$ cat config.mk
export PLATFORM = sky130hd
export DESIGN_NAME = pipe_hazard_ctl
export DESIGN_NICKNAME = d
export VERILOG_FILES = /design/src/rtl/pipe_hazard_ctl.sv
export SDC_FILE = /design/constraint.sdc
export NUM_CORES = 1
export LEC_CHECK = 0
export ABC_AREA = 1
export CORE_ASPECT_RATIO = 0.6
export CORE_MARGIN = 5
export CORE_UTILIZATION = 45
export DETAILED_ROUTE_END_ITERATION = 12
export GPL_TIMING_DRIVEN = 0
export HOLD_SLACK_MARGIN = 0.08
export MAX_ROUTING_LAYER = met4
export PLACE_DENSITY = 0.81
export SLEW_MARGIN = 20
export SYNTH_ARGS = -nofsm -noshare
export SYNTH_HDL_FRONTEND = slang
export SYNTH_SLANG_ARGS = --single-unit
$ cat constraint.sdc
create_clock -name clk -period 2.4 [get_ports clk]
set_input_delay 0.48 -clock clk [delete_from_list [all_inputs] [get_ports clk]]
set_output_delay 0.48 -clock clk [all_outputs]
set_load 0.01 [all_outputs]
$ cat src/rtl/pipe_hazard_ctl.sv
// Hazard sequencer for the 5-stage rv32 pipeline: stalls, flushes, bubbles and forwarding selects.
// Build option FWD_EN: defined -> execute-stage forwarding; undefined -> full interlock, no forwarding.
module pipe_hazard_ctl #(
    parameter int MEM_TIMEOUT = 16,
    parameter int CNT_W       = 16
) (
    input  logic             clk,
    input  logic             rst,
    input  logic [4:0]       de_rs1,
    input  logic [4:0]       de_rs2,
    input  logic             de_use1,
    input  logic             de_use2,
    input  logic [4:0]       exe_rs1,
    input  logic [4:0]       exe_rs2,
    input  logic [4:0]       exe_rd,
    input  logic             exe_wen,
    input  logic             exe_load,
    input  logic             exe_br_taken,
    input  logic [4:0]       acc_rd,
    input  logic             acc_wen,
    input  logic [4:0]       wb_rd,
    input  logic             wb_wen,
    input  logic             mem_req,
    input  logic             mem_ready,
    output logic             stall_if,
    output logic             stall_de,
    output logic             stall_exe,
    output logic             stall_acc,
    output logic             flush_de,
    output logic             bubble_exe,
    output logic             bubble_wb,
    output logic [1:0]       fwd_a,
    output logic [1:0]       fwd_b,
    output logic             mem_err,
    output logic [CNT_W-1:0] stall_cnt
);

    localparam int WAIT_W = $clog2(MEM_TIMEOUT);
    localparam logic [WAIT_W-1:0] WAIT_LAST = WAIT_W'(MEM_TIMEOUT - 1);

    typedef enum logic {
        ST_RUN      = 1'b0,
        ST_MEM_WAIT = 1'b1
    } state_t;

    state_t              state_reg, state_next;
    logic [WAIT_W-1:0]   wait_cnt_reg, wait_cnt_next;
    logic                mem_err_reg, mem_err_next;
    logic [CNT_W-1:0]    stall_cnt_reg, stall_cnt_next;

    logic                mem_pending;
    logic                timeout_hit;
    logic                mem_stall;
    logic                data_hazard;

    logic [1:0][4:0]     de_rs;
    logic [1:0]          de_use;
    logic [1:0]          hit_exe;
    logic [1:0][1:0]     fwd_sel;

    assign de_rs  = {de_rs2, de_rs1};
    assign de_use = {de_use2, de_use1};

`ifdef FWD_EN
    logic [1:0][4:0]     exe_rs;
    assign exe_rs = {exe_rs2, exe_rs1};
`else
    logic [1:0]          hit_acc;
    logic [1:0]          hit_wb;
    logic                unused_ok;
    assign unused_ok = ^{exe_rs1, exe_rs2, exe_load};
`endif

    // One lane per decode source operand; x0 never matches a producer.
    for (genvar gi = 0; gi < 2; gi++) begin : g_src
        assign hit_exe[gi] = de_use[gi] & exe_wen & (exe_rd != 5'd0) & (de_rs[gi] == exe_rd);
`ifdef FWD_EN
        logic from_acc;
        logic from_wb;
        assign from_acc    = acc_wen & (acc_rd != 5'd0) & (exe_rs[gi] == acc_rd);
        assign from_wb     = wb_wen & (wb_rd != 5'd0) & (exe_rs[gi] == wb_rd);
        assign fwd_sel[gi] = from_acc ? 2'd1 : (from_wb ? 2'd2 : 2'd0);
`else
        assign hit_acc[gi] = de_use[gi] & acc_wen & (acc_rd != 5'd0) & (de_rs[gi] == acc_rd);
        assign hit_wb[gi]  = de_use[gi] & wb_wen & (wb_rd != 5'd0) & (de_rs[gi] == wb_rd);
        assign fwd_sel[gi] = 2'd0;
`endif
    end

`ifdef FWD_EN
    // With forwarding only a load result one instruction ahead is unavailable in time.
    assign data_hazard = exe_load & (|hit_exe);
`else
    assign data_hazard = (|hit_exe) | (|hit_acc) | (|hit_wb);
`endif

    assign mem_pending = mem_req & ~mem_ready;
    assign timeout_hit = (state_reg == ST_MEM_WAIT) & (wait_cnt_reg == WAIT_LAST);
    // On timeout the access is abandoned: the stall is released the same cycle.
    assign mem_stall   = mem_pending & ~timeout_hit;

    always_ff @(posedge clk or negedge rst) begin
        if (!rst) begin
            state_reg     <= ST_RUN;
            wait_cnt_reg  <= '0;
            mem_err_reg   <= 1'b0;
            stall_cnt_reg <= '0;
        end else begin
            state_reg     <= state_next;
            wait_cnt_reg  <= wait_cnt_next;
            mem_err_reg   <= mem_err_next;
            stall_cnt_reg <= stall_cnt_next;
        end
    end

    always_comb begin
        state_next     = state_reg;
        wait_cnt_next  = wait_cnt_reg;
        mem_err_next   = mem_err_reg;
        stall_cnt_next = stall_cnt_reg;
        case (state_reg)
            ST_RUN: begin
                if (mem_pending) begin
                    state_next    = ST_MEM_WAIT;
                    wait_cnt_next = '0;
                end
            end
            ST_MEM_WAIT: begin
                if (!mem_pending) begin
                    state_next    = ST_RUN;
                    wait_cnt_next = '0;
                end else if (timeout_hit) begin
                    state_next    = ST_RUN;
                    wait_cnt_next = '0;
                    mem_err_next  = 1'b1;
                end else begin
                    wait_cnt_next = wait_cnt_reg + 1'b1;
                end
            end
            default: begin
                state_next    = ST_RUN;
                wait_cnt_next = '0;
            end
        endcase
        if (stall_if && (stall_cnt_reg != '1)) begin
            stall_cnt_next = stall_cnt_reg + 1'b1;
        end
    end

    always_comb begin
        stall_if   = 1'b0;
        stall_de   = 1'b0;
        stall_exe  = 1'b0;
        stall_acc  = 1'b0;
        flush_de   = 1'b0;
        bubble_exe = 1'b0;
        bubble_wb  = 1'b0;
        fwd_a      = 2'd0;
        fwd_b      = 2'd0;
        if (rst) begin
            if (mem_stall) begin
                stall_if  = 1'b1;
                stall_de  = 1'b1;
                stall_exe = 1'b1;
                stall_acc = 1'b1;
                bubble_wb = 1'b1;
            end else if (state_reg == ST_RUN) begin
                // A taken branch discards the decode instr, so its load-use stall is moot.
                if (exe_br_taken) begin
                    flush_de   = 1'b1;
                    bubble_exe = 1'b1;
                end else if (data_hazard) begin
                    stall_if   = 1'b1;
                    stall_de   = 1'b1;
                    bubble_exe = 1'b1;
                end
                fwd_a = fwd_sel[0];
                fwd_b = fwd_sel[1];
            end
        end
    end

    assign mem_err   = mem_err_reg;
    assign stall_cnt = stall_cnt_reg;

endmodule

==> results of run 1 <==
[Yosys cell counts]
master	n	share of area [%]
nor3_2	1	0.51
nor4_1	1	0.32
nand2_4	2	1.2
nand3_1	32	8.2
inv_2	6	1.2
o21bai_1	1	0.38
nand4_4	1	1.1
nand2_1	136	26
o21ai_0	10	2.6
xor2_1	9	4.0
ha_1	2	1.3
xnor2_1	7	3.1
nand3_2	1	0.51
buf_4	8	3.1
nand4_1	2	0.64
nor2_2	3	0.96
inv_1	36	6.9
conb_1	1	0.19
buf_2	1	0.26
nor2_1	31	5.9
buf_6	1	0.58
nor3_1	7	1.8
dfrtp_1	22	28
nor2_4	2	1.2
[what timing repair did]
| item | 4_1_cts | 5_1_grt |
|---|---|---|
| endpoints found under the setup margin | 23 | 7 |
| pin swaps | 2 | 2 |
| resized for setup | 59 | 29 |
| setup buffers | 1 | 3 |
[power groups by stage]
stage	clock, mW	sequential [mW]	combinational [mW]
6_report	0.349	0.441	0.336
4_1_cts	0.358	0.440	0.331
3_3_place_gp	0	0.446	0.339
2_1_floorplan	0	0.453	0.154
3_5_place_dp	0	0.448	0.346
5_1_grt	0.368	0.447	0.377
[placed cells by master, fill, tap and decap left out, drive strengths merged]
| cell type | count |
|---|---|
| clkdlybuf4s15 | 4 |
| nor3 | 8 |
| xnor2 | 7 |
| o21ai | 10 |
| buf | 17 |
| inv | 42 |
| dlymetal6s2s | 2 |
| nand4 | 3 |
| nor4 | 1 |
| nor2 | 36 |
| nand3 | 33 |
| clkbuf | 12 |
| xor2 | 9 |
| bufinv | 1 |
| clkdlybuf4s50 | 21 |
| dfrtp | 22 |
| nand2 | 138 |
| dlygate4sd2 | 18 |
| conb | 4 |
| o21bai | 1 |
| ha | 2 |
[layer usage]
metal / vias to the layer above / global-route usage, %
met5: - / -
met4: 0 / 3.08
met2: 98 / 26.5
met1: 968 / 34.1
met3: 10 / 4.52
li1: 1127 / -
[worst paths after layout]
check / cells past startpoint / to / from
setup / recovery: 10 / stall_exe / mem_req
hold / removal: 1 / state_reg$_DFF_PN0_ / rst
setup reg to reg: 13 / stall_cnt[14]$_DFFE_PN0P_ / wait_cnt_reg[0]$_DFFE_PN0P_
hold reg to reg: 1 / mem_err$_DFFE_PN0P_ / mem_err$_DFFE_PN0P_
max in group asynchronous: 1 / stall_cnt[13]$_DFFE_PN0P_ / rst
min in group clk: 1 / mem_err$_DFFE_PN0P_ / mem_err$_DFFE_PN0P_
[final cells by class]
class                   count  area [um^2]
repair buffers             62          531
clock inverters             1         30.0
plain buffers               9         68.8
multi-input cells         252         1210
inverters                  42          158
clock buffers               3         41.3
flip-flops and latches     22          551
well taps                  60         75.1
fillers                   389         1480
[logic make-up after synthesis]
| kind of cell | count (synthesis) |
|---|---|
| compound gates | 11 |
| other cells | 1 |
| simple gates | 219 |
| fa+ha+maj | 2 |
| buf+inv | 52 |
| xor+xnor | 16 |
| flops | 22 |
[worst register-to-register path, cell delays in order (launching register included)]
cell and delay (ns):
dfrtp_1 0.42, ha_1 0.24, nand4_1 0.11, inv_1 0.08
nor2_4 0.09, inv_1 0.07, nor2_4 0.11, inv_1 0.07
nand2_4 0.07, buf_4 0.23, nand2_4 0.11, buf_6 0.16
nand2_1 0.06, nand2_1 0.06
==> flow_summary.toml, run 1 <==
[sta]
whs_ns = 0.177
hold_viol = 0
fin_skew_ns = 0.00600
period_needed_ns = 2.30
finalMaxSlewViolations = 0
fmax_ghz = 0.434
rsz0062_at_grt = "no"
layout_setup_ws_ns = 0.0983
setup_viol = 0
worstMarginPinSlew_ns = 0.523
setup_tns_ns = 0
relSlewSlack_pct = 65.1
finalCritPeriodShare_pct = 95.9

[yosys]
synth-compound-area-share_pct = 2.94
synth-seq-cells = 22
synthMuxAreaShare_pct = 0
synth_fa_ha_area_share_pct = 1.28
syn_inst = 323
synth_top_family_by_area = "simple AND/OR/NAND/NOR gates"
synth_xor_area_share_pct = 7.16
syn-cell-area_um2 = 1960
yosys_warnings = 0
syn_area_per_cell_um2 = 6.06
yosys.area_share.simple_pct = 48.3
yosysUniqueCellTypes = 24
seq_area_frac_synth_pct = 28.1

[critical_path]
crit_path_max_incr_delay_ns = 0.45
critPathBufInv = 7
cp-end-kind = "primary output"
worstSetupPathType = "input port to primary output"
path_cells = "clkdlybuf4s50_1, inv_1, nor2_4, inv_2, nor2_4, inv_1, nor2_4, buf_4, buf_4, clkbuf_2"
crit_required_ns = 1.92
crit_arrival_ns = 1.82
rrSetupSlack_ns = 0.41
cp_common_cell = "nor2_4"
cp_slowest_cell = "clkdlybuf4s50_1"
cp_top_family = "buffers and inverters"
cp_max_fo = 3
cp-start-kind = "input port"

[cts]
cts_tree = "built"
ctsLongestPathBuffers = 2
holdBufCountCts = 0
clockRootBuffer = "clkbuf_8"
cts-htree-levels = 1
clock_latency_ns = 0.27
clk_pin_slew_ns = 0.08
numCtsBuffers = 3
cts_sinks = 22

[placement]
place_ws_ns = -1.36
dp.cells = 444
dpl-instance-area_um2 = 2620
io_buffers = 58
dp_hpwl_mm = 4.81
gp_congestion = 0.930

[route]
drt-initial-drc-count = 248
wl_met1_mm = 3.02
drt.antenna.violating_nets = 0
wirelength_mm = 5.81
first_pass_iters = 5
drcViolationCount = 0
route.met3.wl_um = 530
num_vias = 2203
top_layer_used = "met4"
wl_met2_mm = 2.18
viasPerCell = 4.88
wl_per_cell_um = 12.9

[cells_and_area]
postLayoutCoreUtil_pct = 64.4
final_nets = 440
largest_reg_flops = 16
final_area_um2 = 2670
drive_above_1_share_pct = 15.1
area_growth_pct = 36.3
fin_cells = 451
diodes = 0

[die]
initial_utilization_pct = 47.2
ios = 74
dieArea_um2 = 5810
rows = 18
coreArea_um2 = 4140
die_h_um = 61.1
die_w_um = 95.1

[power_and_ir_drop]
power_mw = 1.12
switching_share_pct = 30.7
power_density_nw_per_um2 = 422
comb_power_share_pct = 29.9
power.internal_mw = 0.780
power.share.clock_pct = 31.0
leakagePower_nw = 1.50
pwr-share-seq_pct = 39.2
ir_drop_uv = 311
p_switching_mw = 0.345

[hold_path]
min_path_type = "input port to asynchronous set/reset pin"

[flow_run]
cap_violations = 0

[grt]
grt_start_max_net_pins = 25
grt_antenna_before_repair = 0
grt_pass1_wl_mm = 9.22
grt_overflow = 0
grt_pass1_vias = 1888
gr-usage-all-layers_pct = 21.2

[status]
status = "finished, final reports clean"
Note: power is estimated with default switching activity, not from simulation.
==> inputs of run 2 (changes only) <==
--- a/config.mk
+++ b/config.mk
@@ -8,12 +8,12 @@
 export ABC_AREA = 1
 export CORE_ASPECT_RATIO = 0.6
 export CORE_MARGIN = 5
-export CORE_UTILIZATION = 45
+export CORE_UTILIZATION = 35
 export DETAILED_ROUTE_END_ITERATION = 12
 export GPL_TIMING_DRIVEN = 0
 export HOLD_SLACK_MARGIN = 0.08
 export MAX_ROUTING_LAYER = met4
-export PLACE_DENSITY = 0.81
+export PLACE_DENSITY = 0.66
 export SLEW_MARGIN = 20
 export SYNTH_ARGS = -nofsm -noshare
 export SYNTH_HDL_FRONTEND = slang
==> run 2 against run 1 <==
  * Cell area is 1.5% higher
  * Worst setup slack better by 0.046 ns
  * Fmax is 2.1% higher
  * Worst hold slack worse by 0.045 ns
  * Total power hardly changed
  * Sequential power hardly changed
  * Clock skew is 0.0039 ns lower
  * Non-clock buffer count is 1 higher
  * Cell count is 2.2% higher
  * Register-to-register slack better by 0.04 ns
  * Wire length is 0.52% higher
  * Clock-buffer cell count stayed put
  * Largest power group unchanged
  * Highest routed layer unchanged
==> flow_summary.toml, run 2 (synthesis results as in run 1) <==
[cells_and_area]
fillCellCount = 561
layout_common_cells = "nand2_1 (134), nand3_1 (31), nor2_1 (29)"
diodes = 0
final_common_cell = "nand2_1"
largest_reg_flops = 16
final_nets = 441
final_area_um2 = 2710
drive_above_1_share_pct = 16.1
area_growth_pct = 38.4

[cts]
numCtsBuffers = 3
cts_tree = "built"
ctsLongestPathBuffers = 2
clk_pin_slew_ns = 0.08
clock_latency_ns = 0.26
clockRootBuffer = "clkbuf_8"
cts_sinks = 22
cts-htree-levels = 1

[critical_path]
cp_common_cell = "nand2_1"
crit_required_ns = 1.92
worstSetupStartpoint = "de_rs2[3]"
reg2reg_from = "wait_cnt_reg[0]$_DFFE_PN0P_"
crit_arrival_ns = 1.78
path_cells = "dlygate4sd2_1, inv_1, nand2_1, nand2_1, nor2_1, nand3_1, nand2_1, nand2_1, nand3_2, o21ai_1, nor3_2, buf_2"
cp_top_family = "simple AND/OR/NAND/NOR gates"
cp-start-kind = "input port"
cp_max_fo = 4
worstSetupPathType = "input port to primary output"
cp_slowest_cell = "dlygate4sd2_1"
critPathBufInv = 3
crit_path_max_incr_delay_ns = 0.29
cp-end-kind = "primary output"

[die]
die_h_um = 67.9
ios = 74
coreArea_um2 = 5490
die_w_um = 107
dieArea_um2 = 7240
rows = 21
initial_utilization_pct = 35.6

[route]
drcViolationCount = 0
num_vias = 2127
viasPerCell = 4.61
first_pass_iters = 4
drt-initial-drc-count = 146
drt.antenna.violating_nets = 0
wl_per_cell_um = 12.7
wirelength_mm = 5.84

[sta]
layout_setup_ws_ns = 0.145
fin_skew_ns = 0.00213
fmax_ghz = 0.443
period_needed_ns = 2.26
setup_viol = 0
hold_viol = 0
finalCritPeriodShare_pct = 94.0
finalMaxSlewViolations = 0
setup_tns_ns = 0
rsz0062_at_grt = "no"
whs_ns = 0.132

[placement]
io_buffers = 58
dp_hpwl_mm = 4.86
place_ws_ns = -1.54
dpl-instance-area_um2 = 2640
gp_congestion = 0.959

[power_and_ir_drop]
leakagePower_nw = 1.51
power_density_nw_per_um2 = 416
ir_drop_uv = 217
power_mw = 1.13

[grt]
grt_pass1_vias = 1864
grt_pass1_wl_mm = 9.45
gr-usage-all-layers_pct = 16.9
grt_overflow = 0
grt_antenna_before_repair = 0
grt_start_max_net_pins = 25

[flow_run]
cap_violations = 0

[status]
status = "finished, final reports clean"

[hold_path]
min_path_type = "input port to asynchronous set/reset pin"
-- run 2: changes by cell type in the layout (fill, tap and decap cells not counted), sizes merged --
cell           previous run  this run
buf                      17        19
clkbuf                   12        10
dlygate4sd2              18        21
clkdlybuf4s15             4         3
clkdlybuf4s50            21        20
-- run 2: area by class of cell --
cell class / instances / area, um^2 / area share (%)
multi-input combinational: 252 / 1220 / 45.0
timing repair buffer: 63 / 554 / 20.5
sequential: 22 / 551 / 20.3
inverter: 42 / 158 / 5.82
tap: 69 / 86.3 / 3.19
buffer: 9 / 68.8 / 2.54
clock buffer: 3 / 41.3 / 1.52
clock inverter: 1 / 30.0 / 1.11
-- run 2: timing repair --
item                                    in CTS  in global routing
setup buffers                                5                  0
gates resized for setup                     75                 21
hold buffers                                 0                  0
pin swaps                                   12                  4
endpoints found under the setup margin      23                  6
-- run 2: per-stage QoR --
step                      std cells  utilization, %
after floorplan                 326               -
after global placement          453            48.0
after detailed placement        453            48.0
after CTS                       461            49.3
after global routing            461            49.3
final                           461            49.3
-- run 2: per-layer routing --
layer  GRT usage, %  part of all wire (%)
met5              -                     0
met4           1.44                  0.36
met3           3.11                   5.6
met2           22.4                    37
met1           26.9                    57
-- run 2: report_power, final --
part | switching (mW) | total, mW | leakage (nW) | internal [mW]
clock network | 0.125 | 0.348 | 0.0357 | 0.223
registers | 0.0408 | 0.441 | 0.300 | 0.400
logic | 0.178 | 0.337 | 1.17 | 0.159
total | 0.344 | 1.13 | 1.51 | 0.782
-- run 2: final timing paths --
| kind | slack [ns] | cells past startpoint | to |
|---|---|---|---|
| worst max-delay path | 0.14 | 12 | bubble_exe |
| worst min-delay path | 0.13 | 1 | wait_cnt_reg[3]$_DFFE_PN0P_ |
| worst max register to register | 0.45 | 13 | stall_cnt[13]$_DFFE_PN0P_ |
| worst min register to register | 0.48 | 1 | mem_err$_DFFE_PN0P_ |
| max in group asynchronous | 2.01 | 1 | stall_cnt[10]$_DFFE_PN0P_ |
| min in group clk | 0.48 | 1 | mem_err$_DFFE_PN0P_ |
==> inputs of run 3 (changes only) <==
--- a/config.mk
+++ b/config.mk
@@ -8,12 +8,12 @@
 export ABC_AREA = 1
 export CORE_ASPECT_RATIO = 0.6
 export CORE_MARGIN = 5
-export CORE_UTILIZATION = 35
+export CORE_UTILIZATION = 45
 export DETAILED_ROUTE_END_ITERATION = 12
 export GPL_TIMING_DRIVEN = 0
 export HOLD_SLACK_MARGIN = 0.08
 export MAX_ROUTING_LAYER = met4
-export PLACE_DENSITY = 0.66
+export PLACE_DENSITY = 0.81
 export SLEW_MARGIN = 20
 export SYNTH_ARGS = -nofsm -noshare
 export SYNTH_HDL_FRONTEND = slang
==> results of run 3 <==
Final layout, timing and power as in run 1 (identical DEF).
